`config.mk`:
```
export PLATFORM = sky130hd
export DESIGN_NAME = stream_packer
export DESIGN_NICKNAME = d
export VERILOG_FILES = /design/src/rtl/stream_packer_pkg.sv /design/src/rtl/sync_fifo.sv /design/src/rtl/stream_packer.sv
export SDC_FILE = /design/constraint.sdc
export NUM_CORES = 1
export LEC_CHECK = 0
export ABC_AREA = 1
export CORE_UTILIZATION = 65
export DETAILED_ROUTE_END_ITERATION = 12
export PLACE_DENSITY_LB_ADDON = 0.2
export SLEW_MARGIN = 25
export SYNTH_ARGS = -nofsm -noshare
export SYNTH_HDL_FRONTEND = slang
export SYNTH_SLANG_ARGS = --single-unit
```
`constraint.sdc`:
```
create_clock -name aclk -period 7.2 [get_ports aclk]
set_clock_uncertainty 0.15 [all_clocks]
set_input_delay 1.44 -clock aclk [delete_from_list [all_inputs] [get_ports aclk]]
set_output_delay 1.44 -clock aclk [all_outputs]
set_load 0.02 [all_outputs]
```
`src/rtl/stream_packer_pkg.sv`:
```
// Shared types and constants for the stream packer.
package stream_packer_pkg;

  typedef enum logic {
    LOW  = 1'b0,
    HIGH = 1'b1
  } pack_state_e;

  localparam int unsigned OvfCountWidth = 16;

endpackage

```
`src/rtl/sync_fifo.sv`:
```
// Single-clock FIFO with extra-MSB pointers; write-while-full is accepted only with a same-edge read.
module sync_fifo #(
  parameter int unsigned WIDTH = 32,
  parameter int unsigned DEPTH = 8
) (
  input  logic             clk_i,
  input  logic             rst_ni,
  input  logic             wr_en,
  input  logic [WIDTH-1:0] din,
  output logic             full,
  input  logic             rd_en,
  output logic [WIDTH-1:0] dout,
  output logic             empty
);

  localparam int unsigned AW = $clog2(DEPTH);

  logic [AW:0]      wr_ptr_q, rd_ptr_q;
  logic [WIDTH-1:0] mem_q [DEPTH];
  logic             push, pop;

  assign empty = (wr_ptr_q == rd_ptr_q);
  assign full  = (wr_ptr_q[AW] != rd_ptr_q[AW]) && (wr_ptr_q[AW-1:0] == rd_ptr_q[AW-1:0]);
  assign pop   = rd_en && !empty;
  assign push  = wr_en && (!full || pop);
  assign dout  = mem_q[rd_ptr_q[AW-1:0]];

  always_ff @(posedge clk_i or negedge rst_ni) begin
    if (!rst_ni) begin
      wr_ptr_q <= '0;
      rd_ptr_q <= '0;
    end else begin
      if (push) wr_ptr_q <= wr_ptr_q + (AW+1)'(1);
      if (pop)  rd_ptr_q <= rd_ptr_q + (AW+1)'(1);
    end
  end

  always_ff @(posedge clk_i) begin
    if (push) mem_q[wr_ptr_q[AW-1:0]] <= din;
  end

endmodule

```
`src/rtl/stream_packer.sv`:
```
// Packs sample pairs into double-width AXI-Stream words with framing and a sticky overflow flag.
// Optional macro STREAM_PACKER_OVF_COUNT_EN adds a saturating dropped-word counter ovf_count.
module stream_packer
  import stream_packer_pkg::*;
#(
  parameter int unsigned DATA_WIDTH = 16,
  parameter int unsigned FIFO_DEPTH = 8,
  parameter int unsigned FRAME_LEN  = 256
) (
  input  logic                    aclk,
  input  logic                    aresetn,
  input  logic                    enable,
  input  logic [DATA_WIDTH-1:0]   s_data,
  input  logic                    ovf_clr,
  output logic [2*DATA_WIDTH-1:0] m_axis_tdata,
  output logic                    m_axis_tvalid,
  input  logic                    m_axis_tready,
  output logic                    m_axis_tlast,
  output logic                    overflow
`ifdef STREAM_PACKER_OVF_COUNT_EN
  ,
  output logic [OvfCountWidth-1:0] ovf_count
`endif
);

  localparam int unsigned CntW = (FRAME_LEN > 1) ? $clog2(FRAME_LEN) : 1;

  pack_state_e             state_q, state_d;
  logic [DATA_WIDTH-1:0]   low_q;
  logic                    low_we, word_wr;
  logic                    fifo_full, fifo_empty, pop, drop;
  logic [2*DATA_WIDTH-1:0] fifo_dout;
  logic [CntW-1:0]         cnt_q, cnt_d;
  logic                    last_cnt;
  logic                    overflow_q, overflow_d;

  always_ff @(posedge aclk or negedge aresetn) begin
    if (!aresetn) state_q <= LOW;
    else          state_q <= state_d;
  end

  // Any cycle without enable abandons a held low half.
  always_comb begin
    state_d = LOW;
    if (enable) state_d = (state_q == LOW) ? HIGH : LOW;
  end

  always_comb begin
    low_we  = enable && (state_q == LOW);
    word_wr = enable && (state_q == HIGH);
  end

  always_ff @(posedge aclk or negedge aresetn) begin
    if (!aresetn)    low_q <= '0;
    else if (low_we) low_q <= s_data;
  end

  sync_fifo #(
    .WIDTH(2 * DATA_WIDTH),
    .DEPTH(FIFO_DEPTH)
  ) u_fifo (
    .clk_i (aclk),
    .rst_ni(aresetn),
    .wr_en (word_wr),
    .din   ({s_data, low_q}),
    .full  (fifo_full),
    .rd_en (m_axis_tready),
    .dout  (fifo_dout),
    .empty (fifo_empty)
  );

  assign m_axis_tvalid = !fifo_empty;
  assign m_axis_tdata  = fifo_empty ? '0 : fifo_dout;
  assign pop           = m_axis_tvalid && m_axis_tready;
  assign drop          = word_wr && fifo_full && !pop;
  assign last_cnt      = (cnt_q == CntW'(FRAME_LEN - 1));
  assign m_axis_tlast  = m_axis_tvalid && last_cnt;

  always_comb begin
    cnt_d = cnt_q;
    if (pop) cnt_d = last_cnt ? '0 : cnt_q + CntW'(1);
  end

  // A drop on the same edge as a clear keeps the flag set.
  always_comb begin
    overflow_d = overflow_q;
    if (drop)         overflow_d = 1'b1;
    else if (ovf_clr) overflow_d = 1'b0;
  end

  always_ff @(posedge aclk or negedge aresetn) begin
    if (!aresetn) begin
      cnt_q      <= '0;
      overflow_q <= 1'b0;
    end else begin
      cnt_q      <= cnt_d;
      overflow_q <= overflow_d;
    end
  end

  assign overflow = overflow_q;

`ifdef STREAM_PACKER_OVF_COUNT_EN
  logic [OvfCountWidth-1:0] ovf_count_q, ovf_count_d;

  always_comb begin
    ovf_count_d = ovf_count_q;
    if (ovf_clr)                ovf_count_d = drop ? OvfCountWidth'(1) : '0;
    else if (drop && !(&ovf_count_q)) ovf_count_d = ovf_count_q + OvfCountWidth'(1);
  end

  always_ff @(posedge aclk or negedge aresetn) begin
    if (!aresetn) ovf_count_q <= '0;
    else          ovf_count_q <= ovf_count_d;
  end

  assign ovf_count = ovf_count_q;
`endif

endmodule

```
==> flow_summary.rst, run 1 <==
.. list-table::
   :header-rows: 1

   * - Metric
     - Value
   * - Vias in the first global route
     - 7573
   * - Clock latency on the worst-skew pair
     - 0.54 ns
   * - Drt wl/cell
     - 19.4 um
   * - Part of the power in the clock network
     - 24.4%
   * - Drt initial violations
     - 840
   * - Number of cells traversed by the worst hold path
     - 2
   * - Worst path max stage delay
     - 0.93 ns
   * - First-pass detailed-route iteration total
     - 5
   * - Core Region
     - roughly 18000 um2
   * - N_diodes
     - 0
   * - Status
     - complete, no violations
   * - DRC violation count after routing
     - 0
   * - Max-slew violation total from the final report
     - 0
   * - Final sum of negative setup slack
     - 0 ns
   * - Post-route cell area
     - between 10000 and 15000 um2
   * - Routed wire length
     - 26300 um
   * - Internal power of the cells
     - between 3 and 4 mW
   * - Hold bufs inserted after CTS
     - 0
   * - Crit Reg-Reg Endpoint
     - u_fifo.mem_q[6][22]
   * - Netlist area before placement
     - 11900 um2
   * - Startpoint-to-endpoint class of the critical path
     - reg -> out
   * - Io pins
     - between 50 and 60
   * - Final-layout worst hold slack
     - 0.360 ns
   * - Buf/Inv on CP
     - 3
   * - Root Buffer Master
     - sky130_fd_sc_hd__clkbuf_16
   * - Syn. warnings
     - 0
   * - Initial core utilization
     - 66.2%
   * - Count of buffers added by post-CTS timing repair for setup
     - 0
   * - Final-report hold violation count
     - 0
   * - Die ar.
     - 18800 um2
   * - FF-to-FF Start
     - u_fifo.rd_ptr_q[0]
   * - Switching share of power
     - 37.2%
   * - Via count
     - 7993
   * - Register Area
     - 8540 um2
   * - Sequential fraction of the synthesis area
     - between 70% and 80%
   * - Routability congestion estimate
     - 0.774
   * - Post-synthesis to final-layout area growth
     - 13.9%
   * - Wire length of the first global-routing pass
     - 40200 um
   * - Instance count of the mapped netlist
     - between 1000 and 1500
   * - Max-slew headroom at the worst pin
     - around 39%
   * - Family with the most delay on the worst path
     - buffers and inverters
   * - Most common cell after layout, fill and taps aside
     - sky130_fd_sc_hd__edfxtp_1
   * - Final number of setup-violating endpoints
     - 0
   * - Ratio of final minimum period to clock period
     - 80.0%
   * - Cells traversed along the worst timing path
     - clkinv_2, buf_4, o21ai_0, nand3_1, nand2_1, nor2_1, clkdlybuf4s50_1
   * - Number of I/O port buffers
     - 55
   * - Synthesis-stage register bit count
     - 290
   * - Resize count post-CTS
     - 0
   * - H-tree depth reported by CTS
     - 1
   * - Number of nets in the finished design
     - 1128
   * - Combinational family with the most area after synthesis
     - simple AND/OR/NAND/NOR gates
   * - Antenna Nets Post-Route
     - 0
   * - Sequential group share of total power
     - 38.4%
   * - Area share of and/or/nand/nor cells after synthesis
     - between 10% and 20%
   * - Crit Path Max Fanout
     - 73
   * - Chip height
     - 137 um
   * - Total power divided by cell area
     - 407 nW/um2
   * - Average cell area after synthesis
     - roughly 11 um2
   * - Pre-CTS setup slack
     - a little over 2 ns
   * - Max-capacitance violation count
     - 0
   * - Unrepaired setup endpoints after global routing
     - no
   * - Die span in x
     - 137 um
   * - Endpoint class of the critical path
     - output pin
   * - Filler cell count in the final layout
     - 1121
   * - Detailed-route vias per instance
     - 5.90
   * - Slowest CP cell
     - sky130_fd_sc_hd__clkinv_2
   * - TritonCTS clock tree
     - done
   * - End point of the worst hold path
     - u_fifo.wr_ptr_q[3]
   * - Num rows
     - 49
   * - TritonCTS sink count
     - 290
   * - Yosys cell types
     - 26
   * - Net Switching
     - 2.06 mW
   * - Measured slew at the worst slew-check pin
     - a little over 0.9 ns
   * - Leakage
     - 5.09 nW
   * - Post-Synthesis Net Count
     - 1087
   * - Startpoint types
     - flip-flop
   * - Overall overflow remaining after global route
     - 0
   * - Highest achievable clock rate
     - 174 MHz
   * - Post-CTS clock slew at the launch and capture registers of the worst setup and hold paths
     - ~0.06 ns
   * - Maximum number of pins on one net before global-route repair
     - 74
   * - Required time of the critical path
     - about 5.6 ns
   * - Commonest cells after routing, fill and taps aside
     - sky130_fd_sc_hd__edfxtp_1 (256), sky130_fd_sc_hd__nand2_1 (246), sky130_fd_sc_hd__nor2_1 (205)
   * - Complex-gate fraction of the synthesized area
     - 6.85%
   * - Buffer levels on the longest clock path
     - 3
   * - Proportion of layout cells with a drive suffix above 1
     - around 7.3%
   * - Cells on worst reg2reg path
     - 8
   * - Area used by multi-input combinational logic
     - 3030 um2
   * - Post-layout minimum cycle time
     - 5.76 ns
   * - Adder-cell share of the synthesized area
     - less than 1%
   * - Max IR drop VDD
     - 0.000464 V
   * - Mux share of post-synthesis cell area
     - 0%
   * - Combinational share of power
     - 37.2%
   * - Final Worst Setup Slack
     - 1.44 ns
   * - Worst hold path type
     - reg -> reg
   * - Number of buffers created by CTS
     - 28
   * - Min-Delay Startpoint
     - u_fifo.wr_ptr_q[3]
   * - Share of the synthesized netlist area taken by xor and xnor gates
     - less than 1%
   * - DP HPWL
     - 14800 um
   * - Arrival time reported for the critical path endpoint
     - 4.17 ns
   * - Overall routing resource usage
     - 28.6%
   * - Antenna violations before repair
     - 0
   * - Reg-to-reg setup timing slack
     - 3.29 ns
   * - Post-Place Cell Area
     - 12700 um2
==> layer usage <==
| layer | vias to the layer above | share of wire [%] | GRT usage, % |
|---|---|---|---|
| li1 | 3713 | - | - |
| met1 | 3871 | 40 | 39.1 |
| met2 | 367 | 50 | 47.6 |
| met3 | 42 | 8.1 | 4.42 |
| met4 | 0 | 1.7 | 8.97 |
| met5 | - | 0 | 0 |
==> worst reg2reg max path: cells and delay by family, from the launching register on <==
kind          cells  cell delay [ns]
simple gates      6             1.41
buf+inv           2             1.11
flops             1             0.91
==> through the flow <==
step,util [%],std cells,total power [mW]
global placement,70.0,1299,4.12
global route,75.4,1355,5.80
floorplan,-,1063,3.46
finish,75.4,1355,5.52
detailed placement,70.6,1303,4.19
CTS,75.4,1355,5.53
==> synth_stat cells, drive strengths merged <==
library cell / number / share of area, %
nor3: 1 / 0.042
ha: 3 / 0.32
dfrtp: 34 / 7.2
xor2: 6 / 0.44
edfxtp: 256 / 65
o22ai: 1 / 0.053
o21bai: 1 / 0.063
a21oi: 32 / 1.3
nand4: 1 / 0.053
nor2: 215 / 6.9
o21ai: 128 / 5.4
nand3: 53 / 2.3
inv: 19 / 0.60
nand3b: 1 / 0.063
buf: 35 / 1.8
clkbuf: 26 / 0.82
nand2: 251 / 8.1
==> sequential cells by signal, indices dropped and copies added, names as in the netlist <==
| name | count |
|---|---|
| u_fifo.mem_q | 256 |
| cnt_q | 8 |
| u_fifo.wr_ptr_q | 4 |
| state_q | 1 |
| low_q | 16 |
| u_fifo.rd_ptr_q | 4 |
| overflow | 1 |
==> logic make-up after synthesis <==
kind of cell	Yosys count
AND/OR/NAND/NOR	522
flip-flops	290
AO/OA/AOI/OAI	162
buffers and inverters	80
XOR/XNOR	6
adder cells (fa/ha/maj)	3
==> cell type report <==
cell class,instances,share of cell area [%]
tap,229,2.12
clock buffer,33,5.62
multi-input combinational,693,22.4
timing repair buffer,72,5.60
sequential,290,63.1
inverter,19,0.536
clock inverter,19,0.684
==> worst max-delay path by stage <==
stage,startpoint,end,slack (ns),cells past startpoint
after floorplan,enable,u_fifo.mem_q[2][0],3.50,4
after global placement,u_fifo.rd_ptr_q[0],m_axis_tdata[30],2.10,7
after detailed placement,u_fifo.rd_ptr_q[0],m_axis_tdata[3],2.05,7
after CTS,u_fifo.rd_ptr_q[0],m_axis_tdata[3],1.50,7
after global routing,u_fifo.rd_ptr_q[0],m_axis_tdata[30],1.22,7
final,u_fifo.rd_ptr_q[0],m_axis_tdata[11],1.44,7
==> power groups by stage <==
stage               sequential [mW]  clock (mW)  combinational, mW
floorplan                      2.06           0               1.40
global placement               2.15           0               1.97
detailed placement             2.15           0               2.04
CTS                            2.12        1.36               2.06
global route                   2.14        1.42               2.24
finish                         2.12        1.34               2.06
Note: power is estimated with default switching activity, not from simulation.
==> inputs of run 2 (changes only) <==
--- a/config.mk
+++ b/config.mk
@@ -6,7 +6,7 @@
 export NUM_CORES = 1
 export LEC_CHECK = 0
 export ABC_AREA = 1
-export CORE_UTILIZATION = 65
+export CORE_UTILIZATION = 60
 export DETAILED_ROUTE_END_ITERATION = 12
 export PLACE_DENSITY_LB_ADDON = 0.2
 export SLEW_MARGIN = 25
==> constraint.sdc (replaced) <==
create_clock -name aclk -period 5.5 [get_ports aclk]
set_clock_uncertainty 0.15 [all_clocks]
set_input_delay 1.1 -clock aclk [delete_from_list [all_inputs] [get_ports aclk]]
set_output_delay 1.1 -clock aclk [all_outputs]
set_load 0.02 [all_outputs]
==> run 2 against run 1 <==
- setup slack worse by 0.98 ns
- die area increased by 8.2%
- final cell count rose by 2.7%
- critical endpoint is now m_axis_tdata[1]
==> flow_summary.rst, run 2 (same netlist as run 1, synthesis figures left out) <==
.. list-table::
   :header-rows: 1

   * - Metric
     - Value
   * - Post-synthesis to final-layout area growth
     - 15.3%
   * - Crit Reg-Reg Endpoint
     - u_fifo.mem_q[2][18]
   * - DRC violation count after routing
     - 0 (unchanged)
   * - Startpoint types
     - flip-flop
   * - Drt initial violations
     - 738 (-12%)
   * - Vias in the first global route
     - 7631 (+0.77%)
   * - Reg-to-reg setup timing slack
     - 2.27 ns (-1.02 ns)
   * - Count of buffers added by post-CTS timing repair for setup
     - 0 (unchanged)
   * - Initial core utilization
     - 61.1% (-5.1 points)
   * - Proportion of layout cells with a drive suffix above 1
     - 7.55% (+0.27 points)
   * - Hold bufs inserted after CTS
     - 0 (unchanged)
   * - Max IR drop VDD
     - 0.000327 V (-29%)
   * - Slowest CP cell
     - sky130_fd_sc_hd__buf_4
   * - Root Buffer Master
     - sky130_fd_sc_hd__clkbuf_16
   * - Final-report hold violation count
     - 0 (unchanged)
   * - Required time of the critical path
     - 4.25 ns (-1.36 ns)
   * - Max-slew headroom at the worst pin
     - 42.0% (+3.4 points)
   * - Antenna violations before repair
     - 0 (unchanged)
   * - Buffer levels on the longest clock path
     - 3 (unchanged)
   * - Total power divided by cell area
     - 552 nW/um2 (+35%)
   * - Number of nets in the finished design
     - 1127 (-0.089%)
   * - Final standard cell utilization of the core
     - 70.5% (-4.9 points)
   * - Max-capacitance violation count
     - 0 (unchanged)
   * - Die ar.
     - 20400 um2 (+8.2%)
   * - Resize count post-CTS
     - 0 (unchanged)
   * - Num rows
     - 51 (+4.1%)
   * - Number of buffers created by CTS
     - 29 (+3.6%)
   * - Die span in x
     - 143 um (+4.0%)
   * - Worst path max stage delay
     - 0.77 ns (-0.16 ns)
   * - Core Region
     - 19500 um2 (+8.3%)
   * - Non-filler instance count after layout
     - 1391 (+2.7%)
   * - Most common cell after layout, fill and taps aside
     - sky130_fd_sc_hd__edfxtp_1
   * - Commonest cells after routing, fill and taps aside
     - sky130_fd_sc_hd__edfxtp_1 (256), sky130_fd_sc_hd__nand2_1 (246), sky130_fd_sc_hd__nor2_1 (205)
   * - Unrepaired setup endpoints after global routing
     - no
   * - Routability congestion estimate
     - 0.804 (+3.8%)
   * - Overall routing resource usage
     - 26.6% (-2.0 points)
   * - Via count
     - 7825 (-2.1%)
   * - Leakage
     - 5.15 nW (+1.1%)
   * - Cells traversed along the worst timing path
     - clkinv_2, buf_4, buf_4, o21ai_0, nand3_1, nand2_1, nor2_1, clkdlybuf4s50_1
   * - Status
     - complete, no violations
   * - H-tree depth reported by CTS
     - 1 (unchanged)
   * - CP Capture Point
     - m_axis_tdata[1]
   * - Post-layout minimum cycle time
     - 5.04 ns
   * - Startpoint-to-endpoint class of the critical path
     - reg -> out
   * - Ratio of final minimum period to clock period
     - ~92%
   * - Post-CTS clock slew at the launch and capture registers of the worst setup and hold paths
     - 0.06 ns (about the same)
   * - Pre-CTS setup slack
     - 1.14 ns (-0.910 ns)
   * - First-pass detailed-route iteration total
     - 5 (unchanged)
   * - Final-layout worst hold slack
     - 0.359 ns (-0.000106 ns)
   * - Routed wire length
     - 26000 um (-1.2%)
   * - N_diodes
     - 0 (unchanged)
   * - Endpoint class of the critical path
     - output pin
   * - Final Worst Setup Slack
     - 0.456 ns (-0.981 ns)
   * - Maximum number of pins on one net before global-route repair
     - 102 (+38%)
   * - Antenna Nets Post-Route
     - 0 (unchanged)
   * - Number of flip-flops under the largest register name
     - 256 (unchanged)
   * - Chip height
     - 143 um (+4.0%)
   * - DP HPWL
     - 13700 um (-7.1%)
   * - Final number of setup-violating endpoints
     - 0 (unchanged)
   * - Filler cell count in the final layout
     - 1350 (+20%)
   * - Clock latency on the worst-skew pair
     - 0.56 ns (+0.02 ns)
   * - Measured slew at the worst slew-check pin
     - 0.870 ns (-0.0509 ns)
   * - Number of I/O port buffers
     - 55 (unchanged)
   * - Cell seen most often among critical-path stages
     - sky130_fd_sc_hd__buf_4
   * - Final sum of negative setup slack
     - 0 ns (unchanged)
   * - Cells on worst reg2reg path
     - 8 (unchanged)
   * - Crit path launch
     - u_fifo.rd_ptr_q[0]
   * - Arrival time reported for the critical path endpoint
     - 3.79 ns (-0.38 ns)
   * - Wire length of the first global-routing pass
     - 41000 um (+2.0%)
   * - Io pins
     - 56 (unchanged)
   * - Overall overflow remaining after global route
     - 0 (unchanged)
   * - FF-to-FF Start
     - u_fifo.rd_ptr_q[1]
   * - Highest achievable clock rate
     - about 200 MHz
   * - Max-slew violation total from the final report
     - 0 (unchanged)
   * - Worst hold path type
     - reg -> reg
   * - Crit Path Max Fanout
     - 88 (+21%)
   * - TritonCTS sink count
     - 290 (unchanged)
   * - Drt wl/cell
     - 18.7 um (-3.8%)
   * - Detailed-route vias per instance
     - 5.63 (-4.6%)
   * - TritonCTS clock tree
     - done
   * - Cell count after placement
     - 1335 (+2.5%)
==> run 2: changes by cell type in the layout (fill, tap and decap cells not counted), sizes merged <==
cell           previous run  this run
clkinv                   19        13
clkdlybuf4s50            55        54
clkinvlp                  1         2
inv                      18        19
buf                      17        16
bufinv                    0         6
==> run 2: worst max-delay path, delay by kind of cell, from the launching register on <==
| family | cells | cell delay [ns] |
|---|---|---|
| buffers and inverters | 4 | 1.91 |
| AND/OR/NAND/NOR | 3 | 0.40 |
| flip-flops | 1 | 0.63 |
| AO/OA/AOI/OAI | 1 | 0.26 |
==> run 2: final cells by class <==
cell class	count	area, um2	share of cell area, %
flip-flops and latches	290	8540	62.3
multi-input cells	693	3030	22.1
clock buffers	33	751	5.47
repair buffers	70	716	5.22
well taps	265	332	2.42
clock inverters	21	274	2.00
inverters	19	72.6	0.529
==> run 2: stage by stage <==
stage	cell area (um2)	power, mW
finish	13700	7.57
global placement	12600	5.42
detailed placement	12700	5.47
global route	13700	7.96
CTS	13700	7.57
floorplan	11900	4.53
==> run 2: layer usage <==
metal,vias to the layer above,part of all wire (%),global-route usage [%]
met3,51,5.8,3.39
li1,3716,-,-
met5,-,0,0
met4,0,2.4,8.49
met1,3795,43,36.6
met2,263,49,44.6
==> run 2: worst min-delay path by stage <==
stage | slack (ns) | from | end | cells after the start
2_1_floorplan | 0.31 | u_fifo.rd_ptr_q[3] | u_fifo.rd_ptr_q[3] | 2
3_3_place_gp | 0.33 | u_fifo.wr_ptr_q[3] | u_fifo.wr_ptr_q[3] | 2
3_5_place_dp | 0.34 | u_fifo.wr_ptr_q[3] | u_fifo.wr_ptr_q[3] | 2
4_1_cts | 0.36 | u_fifo.wr_ptr_q[3] | u_fifo.wr_ptr_q[3] | 2
5_1_grt | 0.38 | u_fifo.wr_ptr_q[3] | u_fifo.wr_ptr_q[3] | 2
6_report | 0.36 | u_fifo.wr_ptr_q[3] | u_fifo.wr_ptr_q[3] | 2
==> run 2: power breakdown <==
| part | switching, mW | internal [mW] |
|---|---|---|
| Clock | 0.839 | 1.27 |
| Sequential | 0.173 | 2.58 |
| Combinational | 1.73 | 0.978 |
| Total | 2.75 | 4.82 |
==> inputs of run 3 (changes only) <==
--- a/config.mk
+++ b/config.mk
@@ -8,6 +8,7 @@
 export ABC_AREA = 1
 export CORE_UTILIZATION = 60
 export DETAILED_ROUTE_END_ITERATION = 12
+export GPL_ROUTABILITY_DRIVEN = 0
 export PLACE_DENSITY_LB_ADDON = 0.2
 export SLEW_MARGIN = 25
 export SYNTH_ARGS = -nofsm -noshare
==> results of run 3 <==
The final DEF is identical to that of run 2; final timing and power are the same.
